==> src/rtl/pc_pkg.sv <==
// Shared types and constants for the fetch program-counter generator.
// The optional return-address stack is built only when PC_GEN_RAS_EN is defined.
package pc_pkg;

    // Source of the PC loaded at the next rising edge, highest priority first.
    typedef enum logic [2:0] {
        SEL_RESET = 3'd0,
        SEL_TRAP  = 3'd1,
        SEL_REDIR = 3'd2,
        SEL_HOLD  = 3'd3,
        SEL_RAS   = 3'd4,
        SEL_SEQ   = 3'd5
    } pc_sel_e;

    localparam int unsigned STEP_C = 2;
    localparam int unsigned STEP_I = 4;

endpackage

==> src/rtl/pc_ras.sv <==
// Circular return-address stack: push stores a link at tp+1, pop exposes the top.
// When full, a push overwrites the oldest entry; flush only empties the occupancy.
module pc_ras
    import pc_pkg::*;
#(
    parameter int XLEN      = 32,
    parameter int RAS_DEPTH = 4
) (
    input  logic            clk_i,
    input  logic            rst_i,
    input  logic            flush_i,
    input  logic            push_i,
    input  logic            pop_i,
    input  logic [XLEN-1:0] push_data_i,
    output logic [XLEN-1:0] top_o,
    output logic            valid_o
);

    localparam int PW = (RAS_DEPTH > 1) ? $clog2(RAS_DEPTH) : 1;
    localparam int CW = $clog2(RAS_DEPTH + 1);

    logic [XLEN-1:0] mem_q [RAS_DEPTH];
    logic [PW-1:0]   tp_q;
    logic [CW-1:0]   cnt_q;

    logic            do_push;
    logic            do_pop;
    logic            do_swap;
    logic [PW-1:0]   tp_inc;
    logic [PW-1:0]   tp_dec;

    assign valid_o = (cnt_q != '0);
    assign top_o   = mem_q[tp_q];
    assign tp_inc  = tp_q + 1'b1;
    assign tp_dec  = tp_q - 1'b1;

    // Push+pop on a non-empty stack replaces the top in place (co-routine return);
    // on an empty stack it degenerates to a plain push.
    assign do_push = push_i & ~(pop_i & valid_o);
    assign do_swap = push_i & pop_i & valid_o;
    assign do_pop  = pop_i & ~push_i & valid_o;

    always_ff @(posedge clk_i) begin
        if (rst_i) begin
            tp_q  <= '0;
            cnt_q <= '0;
        end else if (flush_i) begin
            cnt_q <= '0;
        end else if (do_push) begin
            tp_q <= tp_inc;
            if (cnt_q != CW'(RAS_DEPTH)) begin
                cnt_q <= cnt_q + 1'b1;
            end
        end else if (do_pop) begin
            tp_q  <= tp_dec;
            cnt_q <= cnt_q - 1'b1;
        end
    end

    // Entry storage carries no reset; occupancy alone decides validity.
    always_ff @(posedge clk_i) begin
        if (!rst_i && !flush_i) begin
            if (do_push) begin
                mem_q[tp_inc] <= push_data_i;
            end else if (do_swap) begin
                mem_q[tp_q] <= push_data_i;
            end
        end
    end

endmodule

==> src/rtl/pc_gen.sv <==
// Fetch PC generator: reset vector, 2/4-byte step, stall hold, trap/redirect redirects.
// Define PC_GEN_RAS_EN to add the return-address stack that predicts return targets.
module pc_gen
    import pc_pkg::*;
#(
    parameter int              XLEN         = 32,
    parameter logic [XLEN-1:0] RESET_VECTOR = '0,
    parameter int              RAS_DEPTH    = 4
) (
    input  logic            clk_i,
    input  logic            rst_i,
    input  logic            stall_i,
    input  logic            trap_i,
    input  logic [XLEN-1:0] trap_pc_i,
    input  logic            redirect_i,
    input  logic [XLEN-1:0] redirect_pc_i,
    input  logic            compressed_i,
    input  logic            ras_push_i,
    input  logic            ras_pop_i,
    output logic [XLEN-1:0] pc_o,
    output logic [XLEN-1:0] pc_next_o,
    output logic            ras_hit_o
);

    logic [XLEN-1:0] pc_q;
    logic [XLEN-1:0] pc_d;
    logic [XLEN-1:0] step;
    logic [XLEN-1:0] target;
    logic            advance;
    logic [XLEN-1:0] ras_top;
    logic            ras_hit;
    pc_sel_e         sel;

    assign step      = compressed_i ? XLEN'(STEP_C) : XLEN'(STEP_I);
    assign pc_next_o = pc_q + step;
    assign pc_o      = pc_q;
    assign advance   = ~rst_i & ~trap_i & ~redirect_i & ~stall_i;

`ifdef PC_GEN_RAS_EN
    logic ras_valid;

    pc_ras #(
        .XLEN      (XLEN),
        .RAS_DEPTH (RAS_DEPTH)
    ) u_ras (
        .clk_i       (clk_i),
        .rst_i       (rst_i),
        .flush_i     (trap_i),
        .push_i      (advance & ras_push_i),
        .pop_i       (advance & ras_pop_i),
        .push_data_i (pc_next_o),
        .top_o       (ras_top),
        .valid_o     (ras_valid)
    );

    assign ras_hit = advance & ras_pop_i & ras_valid;
`else
    logic unused_ras;

    assign unused_ras = ^{ras_push_i, ras_pop_i, advance};
    assign ras_top    = '0;
    assign ras_hit    = 1'b0;
`endif

    assign ras_hit_o = ras_hit;

    always_comb begin
        sel = SEL_SEQ;
        if (rst_i) begin
            sel = SEL_RESET;
        end else if (trap_i) begin
            sel = SEL_TRAP;
        end else if (redirect_i) begin
            sel = SEL_REDIR;
        end else if (stall_i) begin
            sel = SEL_HOLD;
        end else if (ras_hit) begin
            sel = SEL_RAS;
        end
    end

    // Loaded targets are forced halfword aligned; sequential values already are.
    always_comb begin
        target = pc_next_o;
        case (sel)
            SEL_RESET: target = RESET_VECTOR;
            SEL_TRAP:  target = trap_pc_i;
            SEL_REDIR: target = redirect_pc_i;
            SEL_HOLD:  target = pc_q;
            SEL_RAS:   target = ras_top;
            default:   target = pc_next_o;
        endcase
        pc_d = {target[XLEN-1:1], 1'b0};
    end

    always_ff @(posedge clk_i) begin
        pc_q <= pc_d;
    end

endmodule

==> config.mk <==
export PLATFORM = sky130hd
export DESIGN_NAME = pc_gen
export DESIGN_NICKNAME = d
export VERILOG_FILES = /design/src/rtl/pc_pkg.sv /design/src/rtl/pc_ras.sv /design/src/rtl/pc_gen.sv
export SDC_FILE = /design/constraint.sdc
export NUM_CORES = 1
export LEC_CHECK = 0
export ABC_AREA = 0
export CAP_MARGIN = 5
export CORE_UTILIZATION = 40
export DETAILED_ROUTE_END_ITERATION = 10
export GPL_TIMING_DRIVEN = 0
export PLACE_DENSITY = 0.95
export SLEW_MARGIN = 20
export SYNTH_ARGS = -nofsm -noshare
export SYNTH_HDL_FRONTEND = slang
export SYNTH_HIERARCHICAL = 1
export SYNTH_SLANG_ARGS = --single-unit
export TNS_END_PERCENT = 1
==> constraint.sdc <==
create_clock -name clk_i -period 3.69 [get_ports clk_i]
set_input_delay 0.369 -clock clk_i [delete_from_list [all_inputs] [get_ports clk_i]]
set_output_delay 0.369 -clock clk_i [all_outputs]
set_load 0.005 [all_outputs]
Word-level counts from Yosys, hierarchy flattened:

Index checks and enable logic that the tools add are counted.

* bits in registers: 31
* output and inout port bits: 65
* input port bits: 72
* logic and storage cells: 14

* equal/unequal tests: 4
* mux-type cells: 6
* reduce and logical (&&, ||, !) cells: 2
* add/sub/neg operators: 1

Operators with widths (count)
* $pmux 32 s4: 1
* $add 32x3->32: 1
* $mux 3: 5
* $eq 3x2->1 const B: 2
* $eq 3x1->1 const B: 1
* $eq 3x3->1 const B: 1
* $logic_not 3->1: 1
* $reduce_or 2->1: 1

Logic depth before layout (Yosys ltp):

* depth after elaboration: 7
* depth in mapped cells: 7
* gate-level depth less buffers: 7

Least setup slack after synthesis:

Ideal clock, no wire load.

* path type: register to output
* start point: reg pc_q[2] (netlist: pc_o[2])
* end point: out pc_next_o[20]
* slack: 1.616 ns
* path buffers: 0
* arrival time: 1.705 ns
* stages on the path, launching flop included: 6
* data required time: 3.321 ns
* cell sequence: edfxtp_1 -> ha_1 -> a21oi_1 -> or4_4 -> nor3_2 -> xnor2_1

* longest elaborated chain between the ends: 1

Ends and longest elaborated chain
* from (decl): RTL line pc_gen.sv:25 `logic [XLEN-1:0] pc_q;`
* from (signal assigned): RTL line pc_gen.sv:97 `pc_q <= pc_d;`
* $add 32x3->32: RTL line pc_gen.sv:35 `assign pc_next_o = pc_q + step;`
* to (decl): RTL line pc_gen.sv:21 `output logic [XLEN-1:0] pc_next_o,`

No other way between the ends.

Final worst setup path:

* start point: in compressed_i
* end point: out pc_next_o[30]

* longest elaborated chain between the ends: 2

Ends and longest elaborated chain
* from (decl): RTL line pc_gen.sv:17 `input logic compressed_i,`
* $mux 3: RTL line pc_gen.sv:34 `assign step = compressed_i ? XLEN'(STEP_C) : XLEN'(STEP_I);`
* $add 32x3->32: RTL line pc_gen.sv:35

No other way between the ends.

==> impl_metrics.env <==
export IMPL_wl_mm=6.90
export IMPL_synth_ff_type="edfxtp_1"
export IMPL_cts_setup_buffers=0
export IMPL_netlist_top_cells_area="edfxtp_1 (43%), xnor2_1 (9.3%), a22o_1 (8.5%)"
export IMPL_insertion_delay_ns=0.28
export IMPL_n_antenna_cell=0
export IMPL_met2_usage_pct=44.3
export IMPL_grt_pass1_vias=2162
export IMPL_met1_usage_pct=28.2
export IMPL_fin_crit_ns=3.36
export IMPL_netlist_area_um2=2160
export IMPL_syn_inst=202
export IMPL_root_buffer="clkbuf_8"
export IMPL_ys_warn_count=6
export IMPL_io_pin_count=137
export IMPL_fin_nets=415
export IMPL_cts_clk_slew_worst_paths_ns=0.06
export IMPL_grtUsageMet3_pct=6.08
export IMPL_drive_above_1_share_pct=5.57
export IMPL_hpwl_mm=5.30
export IMPL_synth_edf_count=31
export IMPL_grt_max_degree=32
export IMPL_drc=0
export IMPL_ctsHoldBuffers=0
export IMPL_tightest_slew_ns=0.770
export IMPL_area_growth_pct=68.2
export IMPL_run_status="finished, final reports clean"
export IMPL_maxSlewHeadroom_pct=48.5
export IMPL_cts_made_buffers=5
export IMPL_fp_dieH_um=75.6
export IMPL_worstPathMaxFanout=8
export IMPL_yosysMostFrequentCell="edfxtp_1"
export IMPL_ys_seq_area_share_pct=43.0
export IMPL_worstSetupEndpointType="primary output"
export IMPL_drv_slew=0
export IMPL_clkSinkCount=31
export IMPL_rsz0062_at_grt="false"
export IMPL_first_iter_violations=141
export IMPL_synth_largest_area_cell="edfxtp_1"
export IMPL_wl_per_cell_um=16.8
export IMPL_largest_register_ffs=31
export IMPL_num_vias=2225
export IMPL_synth_commonest_cells="edfxtp_1 (31), xnor2_1 (23), nand2_1 (22), a21o_1 (21), a22o_1 (21)"
export IMPL_max_cap_violations=0
export IMPL_dieArea_um2=5710
export IMPL_holdWs_ns=0.739
export IMPL_synth_top_area_share_pct=43.0
export IMPL_instances_no_fill=411
export IMPL_clock_skew_ns=0.00659
export IMPL_avgSynthCellArea_um2=10.7
export IMPL_die_w_um=75.6
export IMPL_rows=26
export IMPL_fmax_mhz=298
export IMPL_start_kind="primary input"
export IMPL_cts_resized_gates=0
export IMPL_power_leakage_nw=1.54
export IMPL_critPathKind="in2out"
export IMPL_p_per_area_nw_per_um2=282
export IMPL_ys_ff_latch=31
export IMPL_totalNegativeSetupSlack_ns=0
export IMPL_drtAntennaViolNets=0
export IMPL_cts_tree="built"
export IMPL_min_path_type="reg2reg"
export IMPL_hold_violations=0
export IMPL_period_share_pct=91.0
export IMPL_firstDrtPassIters=4
export IMPL_async_reset_ff_share_pct=0
export IMPL_core_um2=5170
export IMPL_htree_levels=2
export IMPL_portBuffers=129
export IMPL_setup_violations=0
export IMPL_cts_path_max_buffers=2
export IMPL_setup_ws_ns=0.332
export IMPL_ys_types=32
export IMPL_avgViaCountPerCell=5.41
export IMPL_pre_cts_ws_ns=0.214
export IMPL_antenna_found_initial=0
export IMPL_busiest_layer="met2"
export IMPL_vdd_drop_max_v=0.000181
export IMPL_grt_ovfl_total=0
export IMPL_start_util_pct=41.8
export IMPL_crit_required_ns=3.32
export IMPL_grt_pass1_wl_mm=10.1
export IMPL_dp_cells=403
export IMPL_track_usage_pct=24.2
export IMPL_gp_congestion=0.849
export IMPL_worstPathArrival_ns=2.99
## cell usage in the layout, fill, tap and decap left out, types with 2 or more instances in the layout
cell	count
a21o_1	21
a222oi_1	2
a22o_1	21
a22oi_1	8
and3_1	7
buf_4	3
clkbuf_1	10
clkbuf_8	5
clkdlybuf4s50_1	129
clkinv_1	2
conb_1	3
edfxtp_1	31
ha_1	2
inv_1	5
nand2_1	21
nand3_1	10
nand3_2	2
nand4_1	8
nor2_1	2
nor2b_1	2
nor3_1	2
nor4_1	2
nor4_4	2
xnor2_1	23
xor2_1	6
## per-stage QoR
stage,instance area [um^2],utilization [%],power [mW]
after floorplan,2170,-,0.558
after CTS,3630,70.2,1.03
final,3640,70.4,1.03
after global routing,3640,70.4,1.07
after global placement,3550,68.7,0.766
after detailed placement,3550,68.7,0.777
## final timing paths
check	startpoint	endpoint	slack, ns	cells past startpoint
setup / recovery	compressed_i	pc_next_o[30]	0.33	8
hold / removal	pc_o[25]	pc_o[25]	0.74	2
setup reg to reg	pc_o[1]	pc_o[31]	1.36	7
hold reg to reg	pc_o[25]	pc_o[25]	0.74	2
## worst max-delay path: stages
cell and delay (ns):
clkdlybuf4s50_1 0.48, inv_1 0.08, ha_1 0.27, a21oi_1 0.16, nor4_4 0.59, nand3_1 0.19
xnor2_1 0.28, clkdlybuf4s50_1 0.56
## per-layer routing
layer  vias up  wire (um)
li1       1046          -
met1      1078       2740
met2        92       3600
met3         9        465
met4         0         92
met5         -          0
## power breakdown
part / leakage [nW] / switching, mW / internal [mW] / total, mW
Combinational: 1.14 / 0.101 / 0.208 / 0.309
Clock: 0.0403 / 0.128 / 0.129 / 0.257
Sequential: 0.358 / 0.0385 / 0.423 / 0.461
## cell families (layout without fill, tap and decap cells)
group	Yosys count	in the layout	share of synthesized area [%]
buffers and inverters	17	154	3.47
xor gates and xnor gates	29	29	11.7
adders and majority gates	3	3	2.08
and+or+nand+nor	68	68	19.8
AOI/OAI and AO/OA	53	53	19.7
DFF	31	31	43.0
other	1	3	0.173
## layout make-up
| type | count | area (um^2) |
|---|---|---|
| Fill cell | 415 | 1530 |
| Tap cell | 70 | 87.6 |
| Clock inverter | 2 | 7.51 |
| Sequential cell | 31 | 931 |
| Inverter | 5 | 18.8 |
| Timing Repair Buffer | 129 | 1290 |
| Clock buffer | 6 | 72.6 |
| Multi-Input combinational cell | 156 | 1170 |
| Buffer | 12 | 56.3 |
(Power assumes the default switching activity.)
